### src/rtl/kb_cmd_pkg.sv
// Shared constants for the keyboard command scheduler: PS/2 scan codes,
// the 3-bit command encoding issued to the game engine, and the
// decoder state encoding.
package kb_cmd_pkg;

  // PS/2 set-2 scan codes for the tracked keys and the prefix bytes
  localparam logic [7:0] SPACE    = 8'h29;
  localparam logic [7:0] KEY_P    = 8'h4D;
  localparam logic [7:0] EXT      = 8'hE0;
  localparam logic [7:0] BRK      = 8'hF0;
  localparam logic [7:0] LEFT_SC  = 8'h6B;
  localparam logic [7:0] RIGHT_SC = 8'h74;

  // Command codes presented on cmd_code
  localparam logic [2:0] CMD_NONE    = 3'd0;
  localparam logic [2:0] CMD_DROP    = 3'd1;
  localparam logic [2:0] CMD_LEFT    = 3'd2;
  localparam logic [2:0] CMD_RIGHT   = 3'd3;
  localparam logic [2:0] CMD_PAUSE   = 3'd4;
  localparam logic [2:0] CMD_GRAVITY = 3'd5;

  // Scan-code decoder states
  typedef enum logic [1:0] {
    ST_IDLE,
    ST_EXT,
    ST_BRK,
    ST_EXT_BRK
  } dec_state_t;

  // One-hot key_down bit for a key command (bit = code - 1); zero for
  // anything that is not a held key.
  function automatic logic [3:0] key_mask(input logic [2:0] code);
    case (code)
      CMD_DROP:  key_mask = 4'b0001;
      CMD_LEFT:  key_mask = 4'b0010;
      CMD_RIGHT: key_mask = 4'b0100;
      CMD_PAUSE: key_mask = 4'b1000;
      default:   key_mask = 4'b0000;
    endcase
  endfunction

endpackage

### src/rtl/cmd_fifo.sv
// Synchronous DEPTH x 3 command FIFO with first-word fall-through read
// (dout shows the head whenever empty is low). A push while full is
// accepted only when a pop happens in the same cycle.
module cmd_fifo #(
  parameter int DEPTH = 4,
  parameter int AW    = 2
) (
  input  logic       clk,
  input  logic       reset,
  input  logic       push,
  input  logic       pop,
  input  logic [2:0] din,
  output logic [2:0] dout,
  output logic       full,
  output logic       empty
);

  localparam logic [AW:0] FULL_CNT = (AW + 1)'(DEPTH);

  logic [2:0]    mem [DEPTH];
  logic [AW-1:0] wr_ptr;
  logic [AW-1:0] rd_ptr;
  logic [AW:0]   count;
  logic          do_push;
  logic          do_pop;

  assign empty   = (count == '0);
  assign full    = (count == FULL_CNT);
  assign do_pop  = pop && !empty;
  assign do_push = push && (!full || do_pop);
  assign dout    = mem[rd_ptr];

  // Storage write.
  // NOTE: the array has no reset; entries are only read after being written,
  // and leaving reset off lets it map onto plain storage cells.
  always_ff @(posedge clk) begin
    if (do_push) mem[wr_ptr] <= din;
  end

  // Pointer and occupancy bookkeeping.
  always_ff @(posedge clk or posedge reset) begin
    if (reset) begin
      wr_ptr <= '0;
      rd_ptr <= '0;
      count  <= '0;
    end else begin
      if (do_push) wr_ptr <= wr_ptr + 1'b1;
      if (do_pop)  rd_ptr <= rd_ptr + 1'b1;
      case ({do_push, do_pop})
        2'b10:   count <= count + 1'b1;
        2'b01:   count <= count - 1'b1;
        default: count <= count;
      endcase
    end
  end

endmodule

### src/rtl/kb_cmd_scheduler.sv
// Keyboard command scheduler: decodes PS/2 make/break sequences for the
// four game keys into one-shot commands, queues them, merges in gravity
// ticks and issues one command at a time over cmd_valid/cmd_ready.
// Owns the pause state and suppresses typematic repeats.
// Optional: define DROP_COUNT_EN to add the 4-bit drop_count output.
module kb_cmd_scheduler
  import kb_cmd_pkg::*;
#(
  parameter int DEPTH = 4,
  parameter int AW    = 2
) (
  input  logic       clk,
  input  logic       reset,
  input  logic       rx_done_tick,
  input  logic [7:0] rx_data,
  input  logic       tick_gravity,
  input  logic       cmd_ready,
  output logic       cmd_valid,
  output logic [2:0] cmd_code,
  output logic       paused,
  output logic       overflow
`ifdef DROP_COUNT_EN
  ,
  output logic [3:0] drop_count
`endif
);

  dec_state_t state, state_next;
  logic [3:0] key_down;
  logic [2:0] make_code;
  logic [3:0] make_mask;
  logic [3:0] clr_mask;
  logic       make_push;

  logic       grav_pend;
  logic       hs;
  logic       pause_next;
  logic       load_en;
  logic       discard;
  logic       load_fifo;
  logic       load_grav;

  logic       fifo_push;
  logic       fifo_pop;
  logic       fifo_full;
  logic       fifo_empty;
  logic [2:0] fifo_head;

  // Decoder next state, make events and break clears.
  // NOTE: every output of this block gets a default first, so no path can
  // leave one unassigned and infer a latch.
  always_comb begin
    state_next = state;
    make_code  = CMD_NONE;
    clr_mask   = '0;
    if (rx_done_tick) begin
      unique case (state)
        ST_IDLE: begin
          if (rx_data == EXT)        state_next = ST_EXT;
          else if (rx_data == BRK)   state_next = ST_BRK;
          else if (rx_data == SPACE) make_code  = CMD_DROP;
          else if (rx_data == KEY_P) make_code  = CMD_PAUSE;
        end
        ST_EXT: begin
          state_next = ST_IDLE;
          if (rx_data == BRK)           state_next = ST_EXT_BRK;
          else if (rx_data == LEFT_SC)  make_code  = CMD_LEFT;
          else if (rx_data == RIGHT_SC) make_code  = CMD_RIGHT;
        end
        ST_BRK: begin
          state_next = ST_IDLE;
          if (rx_data == SPACE)      clr_mask = key_mask(CMD_DROP);
          else if (rx_data == KEY_P) clr_mask = key_mask(CMD_PAUSE);
        end
        ST_EXT_BRK: begin
          state_next = ST_IDLE;
          if (rx_data == LEFT_SC)       clr_mask = key_mask(CMD_LEFT);
          else if (rx_data == RIGHT_SC) clr_mask = key_mask(CMD_RIGHT);
        end
        default: state_next = ST_IDLE;
      endcase
    end
  end

  // A make only produces a command when the key was not already held.
  assign make_mask = key_mask(make_code);
  assign make_push = |(make_mask & ~key_down);

  // Handshake and arbitration. pause_next is the pause state after this
  // edge, so a head arriving as PAUSE completes is already filtered.
  assign hs         = cmd_valid && cmd_ready;
  assign pause_next = paused ^ (hs && (cmd_code == CMD_PAUSE));
  assign load_en    = !cmd_valid || cmd_ready;
  assign discard    = pause_next && !fifo_empty && (fifo_head != CMD_PAUSE);
  assign load_fifo  = load_en && !fifo_empty && !discard;
  assign load_grav  = load_en && fifo_empty && grav_pend && !pause_next;
  assign fifo_pop   = discard || load_fifo;
  assign fifo_push  = make_push && (!fifo_full || fifo_pop);

  cmd_fifo #(
    .DEPTH (DEPTH),
    .AW    (AW)
  ) u_fifo (
    .clk   (clk),
    .reset (reset),
    .push  (fifo_push),
    .pop   (fifo_pop),
    .din   (make_code),
    .dout  (fifo_head),
    .full  (fifo_full),
    .empty (fifo_empty)
  );

  // Decoder state and held-key tracking.
  // NOTE: sequential state is updated with <= so every register samples
  // the pre-edge values regardless of statement order.
  always_ff @(posedge clk or posedge reset) begin
    if (reset) begin
      state    <= ST_IDLE;
      key_down <= '0;
    end else begin
      state    <= state_next;
      key_down <= (key_down | make_mask) & ~clr_mask;
    end
  end

  // Sticky overflow: a new key event found the FIFO full with no pop.
  always_ff @(posedge clk or posedge reset) begin
    if (reset)                                     overflow <= 1'b0;
    else if (make_push && fifo_full && !fifo_pop) overflow <= 1'b1;
  end

  // Gravity latch: coalesces ticks, cleared while paused; a tick in the
  // same cycle as a gravity load keeps it pending.
  always_ff @(posedge clk or posedge reset) begin
    if (reset)             grav_pend <= 1'b0;
    else if (pause_next)   grav_pend <= 1'b0;
    else if (tick_gravity) grav_pend <= 1'b1;
    else if (load_grav)    grav_pend <= 1'b0;
  end

  // Output slot: loads when empty or on handshake, FIFO head first.
  always_ff @(posedge clk or posedge reset) begin
    if (reset) begin
      cmd_valid <= 1'b0;
      cmd_code  <= CMD_NONE;
    end else if (load_en) begin
      if (load_fifo) begin
        cmd_valid <= 1'b1;
        cmd_code  <= fifo_head;
      end else if (load_grav) begin
        cmd_valid <= 1'b1;
        cmd_code  <= CMD_GRAVITY;
      end else begin
        cmd_valid <= 1'b0;
        cmd_code  <= CMD_NONE;
      end
    end
  end

  // Pause flag toggles when a PAUSE command is accepted.
  always_ff @(posedge clk or posedge reset) begin
    if (reset) paused <= 1'b0;
    else       paused <= pause_next;
  end

`ifdef DROP_COUNT_EN
  // Count accepted DROP commands, wrapping at 16.
  always_ff @(posedge clk or posedge reset) begin
    if (reset)                             drop_count <= '0;
    else if (hs && (cmd_code == CMD_DROP)) drop_count <= drop_count + 4'd1;
  end
`endif

endmodule
### config.mk
export PLATFORM = sky130hd
export DESIGN_NAME = kb_cmd_scheduler
export DESIGN_NICKNAME = d
export VERILOG_FILES = /design/src/rtl/kb_cmd_pkg.sv /design/src/rtl/cmd_fifo.sv /design/src/rtl/kb_cmd_scheduler.sv
export SDC_FILE = /design/constraint.sdc
export NUM_CORES = 1
export LEC_CHECK = 0
export ABC_AREA = 1
export CORE_AREA = 2 2 73 75
export CTS_BUF_LIST = sky130_fd_sc_hd__clkbuf_8 sky130_fd_sc_hd__clkbuf_16
export DETAILED_ROUTE_END_ITERATION = 6
export DIE_AREA = 0 0 75 77
export SYNTH_ARGS = -nofsm -noshare
export SYNTH_HDL_FRONTEND = slang
export SYNTH_SLANG_ARGS = --single-unit
export TNS_END_PERCENT = 10
### constraint.sdc
create_clock -name clk -period 5.39 [get_ports clk]
set_input_delay 0.539 -clock clk [delete_from_list [all_inputs] [get_ports clk]]
set_output_delay 0.539 -clock clk [all_outputs]
set_load 0.02 [all_outputs]
## After elaboration in Yosys (flattened, before gate mapping)

Memory sizes are Yosys's and may differ from the RTL's.
Cells that the tools add are included.

| word-level totals | value |
|---|---|
| flip-flop bits (word level) | 20 |
| bits in writable memories | 12 |
| bits of input ports | 13 |
| output and inout port bits | 6 |
| word-level logic and storage cells | 101 |
| memories | 1 |

Memories:

| name | depth | width | rd ports | clocked after memory_dff | wr ports | line | RTL |
|---|---|---|---|---|---|---|---|
| u_fifo.mem | 4 | 3 | 1 | 0 | 1 | cmd_fifo.sv:20 | `logic [2:0] mem [DEPTH];` |

| cells by class | value |
|---|---|
| $add $sub $neg | 4 |
| equality and inequality tests | 19 |
| mux-type cells | 30 |
| bitwise logic cells | 6 |
| reductions and logical operators | 31 |

Operators with widths:

| operator | count |
|---|---|
| 2-to-1 mux 3 bit | 9 |
| == test 8 x 7 -> 1 bit (second input constant) | 3 |
| == test 8 bit (second input constant) | 2 |
| case mux 4 bit (4 select lines) | 1 |
| logical AND 1 bit | 14 |
| 2-to-1 mux 2 bit | 6 |
| 2-to-1 mux 4 bit | 3 |
| case mux 3 bit (2 select lines) | 2 |
| == test 3 bit (second input constant) | 3 |
| bitwise AND 4 bit | 2 |
| == test 8 x 6 -> 1 bit (second input constant) | 1 |
| NOT 4 bit | 2 |
| case mux 4 bit (2 select lines) | 1 |
| 2-to-1 mux 1 bit | 7 |
| == test 2 bit (second input constant) | 3 |
| == test 3 x 2 -> 1 bit (second input constant) | 2 |
| zero test 1 bit | 6 |
| != test 3 bit (second input constant) | 2 |
| case mux 2 bit (3 select lines) | 1 |
| adder 2 x 1 -> 2 bit (second input constant) | 2 |
| == test 2 x 1 -> 1 bit (second input constant) | 2 |
| logical OR 1 bit | 4 |
| OR 4 bit | 1 |
| OR reduction 4 bit | 1 |
| other kinds (10) | 10 |

## Longest topological paths before layout

| depth | value |
|---|---|
| word-level depth | 15 |
| mapped depth | 16 |
| mapped depth without buffers | 16 |

## Cells and area by module

Synthesis repeated with hierarchy kept, for this count alone.

| second synthesis, totals | value |
|---|---|
| cells, all modules | 246 |
| area, all modules | 1971.9 µm² |

Modules (own cells, without submodules):

| module | instances | cells each | area each (µm²) | sequential area each (µm²) |
|---|---|---|---|---|
| kb_cmd_scheduler | 1 | 150 | 1039.7 | 325.3 |
| cmd_fifo | 1 | 96 | 932.1 | 535.5 |

## Least setup slack after synthesis

Ideal clock, no wire load.

| timing | value |
|---|---|
| path type | input -> register |
| from | in rx_data[3] |
| to | reg u_fifo.count[2] |
| data arrival time | 2329 ps |
| slack | 2930 ps |
| stages on the path | 15 |
| path buffers | 0 |
| cells stage by stage | inv_2 -> nand2_1 -> nor2_2 -> nand2_1 -> nand2_2 -> nand3_4 -> nand4_1 -> nand2_2 -> o21ai_4 -> ha_1 -> inv_1 -> fa_1 -> a21oi_1 -> o21ai_0 -> xor2_1 |

| on the way | value |
|---|---|
| word-level cells in the longest chain between the ends | 15 |
| elaborated cells between the ends (all ways) | 28 |
| classes of those cells | 12 x eq/ne; 11 x mux; 1 x bitwise; 4 x reduce/logical |

Ends and longest elaborated chain:

| element | line | RTL |
|---|---|---|
| start, declared | kb_cmd_scheduler.sv:15 | `input logic [7:0] rx_data,` |
| == test 8 x 7 -> 1 bit | kb_cmd_scheduler.sv:62 | `else if (rx_data == KEY_P) make_code = CMD_PAUSE;` |
| 2-to-1 mux 3 bit | kb_cmd_scheduler.sv:62 |  |
| 2-to-1 mux 3 bit | kb_cmd_scheduler.sv:61 | `else if (rx_data == SPACE) make_code = CMD_DROP;` |
| 2-to-1 mux 3 bit | kb_cmd_scheduler.sv:60 | `else if (rx_data == BRK) state_next = ST_BRK;` |
| 2-to-1 mux 3 bit | kb_cmd_scheduler.sv:59 | `if (rx_data == EXT) state_next = ST_EXT;` |
| case mux 3 bit (2 select lines) * | kb_cmd_scheduler.sv:57 | `unique case (state)` |
| 2-to-1 mux 3 bit * | kb_cmd_scheduler.sv:56 | `if (rx_done_tick) begin` |
| == test 3 bit, or another cell as far along | kb_cmd_pkg.sv:33 | `case (code)` |
| case mux 4 bit (4 select lines) * | kb_cmd_pkg.sv:33 |  |
| bitwise AND 4 bit * | kb_cmd_scheduler.sv:87 | `assign make_push = \|(make_mask & ~key_down);` |
| OR reduction 4 bit * | kb_cmd_scheduler.sv:87 |  |
| logical AND 1 bit * | kb_cmd_scheduler.sv:98 | `assign fifo_push = make_push && (!fifo_full \|\| fifo_pop);` |
| logical AND 1 bit * | cmd_fifo.sv:30 | `assign do_push = push && (!full \|\| do_pop);` |
| == test 2 x 1 -> 1 bit or == test 2 bit (tied branches) | cmd_fifo.sv:49 | `case ({do_push, do_pop})` |
| case mux 3 bit (2 select lines) or nonzero test 2 bit (tied branches) | -- |  |
| end signal, assigned | cmd_fifo.sv:50 | `2'b10: count <= count + 1'b1;` |
| end signal, assigned | cmd_fifo.sv:51 | `2'b01: count <= count - 1'b1;` |
| end signal, assigned | cmd_fifo.sv:52 | `default: count <= count;` |
| end, declared | cmd_fifo.sv:23 | `logic [AW:0] count;` |

Mark *: on every way between the ends. The rest lies on a longest branch, timed or not.
A chain may end at the register's enable or synchronous reset.

## Final worst setup path

| timing | value |
|---|---|
| from | in rx_data[0] |
| to | reg u_fifo.count[2] |

Same word-level chain as after synthesis.

==> results.py <==
metrics = {
    "timing": {
        "fin_crit_ps": 2910,
        "setup-violations-final": 0,
        "drv_slew": 0,
        "rsz0062_at_grt": "no",
        "post-route-period-util_pct": 53.9,
        "relSlewSlack_pct": 46.1,
        "skew_ps": 5.70,
        "tightest_slew_ps": 808,
        "hold_violations": 0,
        "tns_ps": 0,
        "max_freq_mhz": 344,
    },
    "cts": {
        "cts_resized": 0,
        "cts_buffers": 5,
        "cts_buffer_depth": 2,
        "cts_root_buf": "clkbuf_8",
        "clock_latency_ps": 280,
        "htreeDepth": 2,
        "postCtsHoldBufs": 0,
        "post_cts_buffers": 0,
        "cts_tree": "done",
        "cts.clk_slew.worst_paths_ps": 70,
        "cts_sinks": 32,
    },
    "detailed_routing": {
        "post_drt_wl_per_cell_um": 10.8,
        "vias_per_cell": 4.56,
        "ant_nets": 0,
        "first_iter_violations": 49,
        "dr_total_vias": 1436,
        "firstDrtPassIters": 4,
        "finalWirelength_mm": 3.41,
        "drc": 0,
    },
    "synthesis": {
        "synth.area.top_cells": "dfrtp_1, edfxtp_1, nand2_1, inv_1, nor2_1",
        "synth_area_mm2": 0.00188,
        "synthXorXnorAreaFrac_pct": 1.86,
        "synth_compound_area_share_pct": 7.66,
        "synth_top_family_by_area": "simple AND/OR/NAND/NOR gates",
        "ys_warn_count": 0,
        "yosys.area_share.adder_pct": 4.39,
        "synth_top_area_share_pct": 26.6,
        "async_flop_share_pct": 62.5,
        "synth_edf_count": 12,
        "synth_flop_cell": "dfrtp_1",
        "yosys_register_bits": 32,
        "synthSimpleGateAreaFrac_pct": 31.9,
        "yosysSeqAreaShare_pct": 45.8,
        "netlist_instances": 221,
        "muxShareOfSynthArea_pct": 0,
        "syn_area_per_cell_um2": 8.50,
        "synth_top_area_cell": "dfrtp_1",
        "syn_nets": 240,
        "netlist-cell-type-count": 35,
    },
    "critical_path": {
        "critPathMaxFanout": 5,
        "start_kind": "primary input",
        "slowest_stage": "clkdlybuf4s50_1",
        "cp-end-kind": "flip-flop",
        "crit_chain": "clkdlybuf4s50_1 -> nand2_1 -> nor3_1 -> nand4_1 -> nand4_1 -> nand2_2 -> o21ai_4 -> ha_1 -> inv_1 -> fa_1 -> a21oi_1 -> o21ai_0 -> xor2_1",
        "critPathMaxStageDelay_ps": 510,
        "crit_type": "primary input to flip-flop",
        "crit_top_cell": "nand4_1",
        "cp_data_arrival_time_ps": 3060,
        "critPathRequiredTime_ps": 5550,
    },
    "layout": {
        "layout_common_cells": "nand2_1, inv_1, nor2_1, dfrtp_1, clkdlybuf4s50_1",
        "fin_util_pct": 44.9,
        "antennaDiodeCount": 0,
        "final_common_cell": "nand2_1",
        "area_delta_synth_final_pct": 18.9,
        "drive_gt1_share_pct": 15.5,
        "nNetsFinal": 263,
    },
    "global_routing": {
        "grt.total_usage_pct": 13.7,
        "antenna_found_initial": 0,
        "grt_max_degree": 21,
        "grt_first_pass_wirelength_mm": 6.02,
        "grt-ovfl-total": 0,
        "grt_pass1_vias": 1411,
    },
    "placement": {
        "io_buffer_count": 18,
        "gp_congestion": 0.749,
        "dpl.hpwl_mm": 2.66,
    },
    "die": {
        "die_w_um": 75,
        "fp.coreArea_mm2": 0.00498,
        "start_util_pct": 37.8,
        "io-pin-count": 19,
        "die_h_um": 77,
        "dieArea_mm2": 0.00578,
        "num_rows": 26,
    },
    "status": {
        "status": "completed",
    },
    "pwr": {
        "ir_drop_mv": 0.175,
        "p_per_area_mw_per_mm2": 406,
        "leakage_nw": 1.01,
    },
    "run": {
        "cap_violations": 0,
    },
    "worst_hold_path": {
        "hp-class": "flip-flop to flip-flop",
    },
}
==> registers in the layout, summed over array words and instances, names as in the netlist <==
signal         count
state              2
grav_pend          1
paused             1
u_fifo.wr_ptr      2
u_fifo.rd_ptr      2
key_down           4
overflow           1
u_fifo.count       3
cmd_valid          1
cmd_code           3
u_fifo.mem        12
==> cells by family after synthesis <==
group / Yosys count
XOR/XNOR: 4
flip-flops: 32
AND/OR/NAND/NOR: 117
adder cells (fa/ha/maj): 6
AO/OA/AOI/OAI: 22
buffers and inverters: 40
==> cell usage after synthesis, types with 2 or more instances <==
master,n
ha_1,5
o21ai_1,3
inv_1,32
nand3b_1,2
nand4_1,4
a31oi_1,3
dfrtp_1,20
nand3_2,2
nor2_4,4
inv_2,5
nand2_4,2
edfxtp_1,12
nand2_1,44
nand2_2,9
o21ai_0,4
a21oi_1,5
nor2_1,26
nor2_2,3
nor3_1,5
nand3_1,14
xor2_1,3
==> critical path: cells and delay by family <==
family          cells  cell delay (ps)
simple gates        5              820
xor+xnor            1              150
fa+ha+maj           2              540
buf+inv             2              570
compound gates      3              440
==> worst paths after layout <==
| path | startpoint | to | slack [ps] | depth (start not counted) |
|---|---|---|---|---|
| worst min-delay path | overflow | overflow | 480 | 1 |
| min in group asynchronous | reset | key_down[1] | 710 | 2 |
| worst min register to register | overflow | overflow | 480 | 1 |
| max in group asynchronous | reset | cmd_code[0] | 4170 | 2 |
| worst max-delay path | rx_data[0] | u_fifo.count[2] | 2480 | 13 |
| worst max register to register | state[1] | u_fifo.count[2] | 2870 | 13 |
==> metal layers <==
layer  global-route usage [%]  wire length (um)  part of all wire, %  vias to the layer above
met1                     16.2              1590                   47                      661
met4                     4.82                25                 0.73                        0
met5                        0                 0                    0                        -
met2                     22.8              1670                   49                       19
li1                         -                 -                    -                      754
met3                     4.34               114                  3.3                        2
==> metrics by stage <==
stage / setup slack [ps] / hold WS, ps / total power, mW / std cells / instance area (um^2)
after floorplan: 2930 / 459 / 0.625 / 221 / 1880
after global placement: 2250 / 465 / 0.714 / 307 / 2130
after detailed placement: 2190 / 471 / 0.719 / 307 / 2130
after CTS: 2490 / 499 / 0.925 / 315 / 2230
after global routing: 2160 / 529 / 0.996 / 315 / 2230
final: 2480 / 481 / 0.908 / 315 / 2230
==> power breakdown <==
group          total, mW  switching, mW  internal, mW
clock network      0.202         0.0869         0.115
registers          0.359         0.0522         0.306
logic              0.348          0.211         0.137
total              0.908          0.350         0.558
==> cell type report <==
type | instances | area [um^2]
clock buffers | 7 | 96.3
multi-input cells | 149 | 861
repair buffers | 18 | 180
clock inverters | 1 | 3.75
well taps | 70 | 87.6
flip-flops and latches | 32 | 861
inverters | 38 | 145
fillers | 496 | 2740
Note: power is estimated with default switching activity, not from simulation.
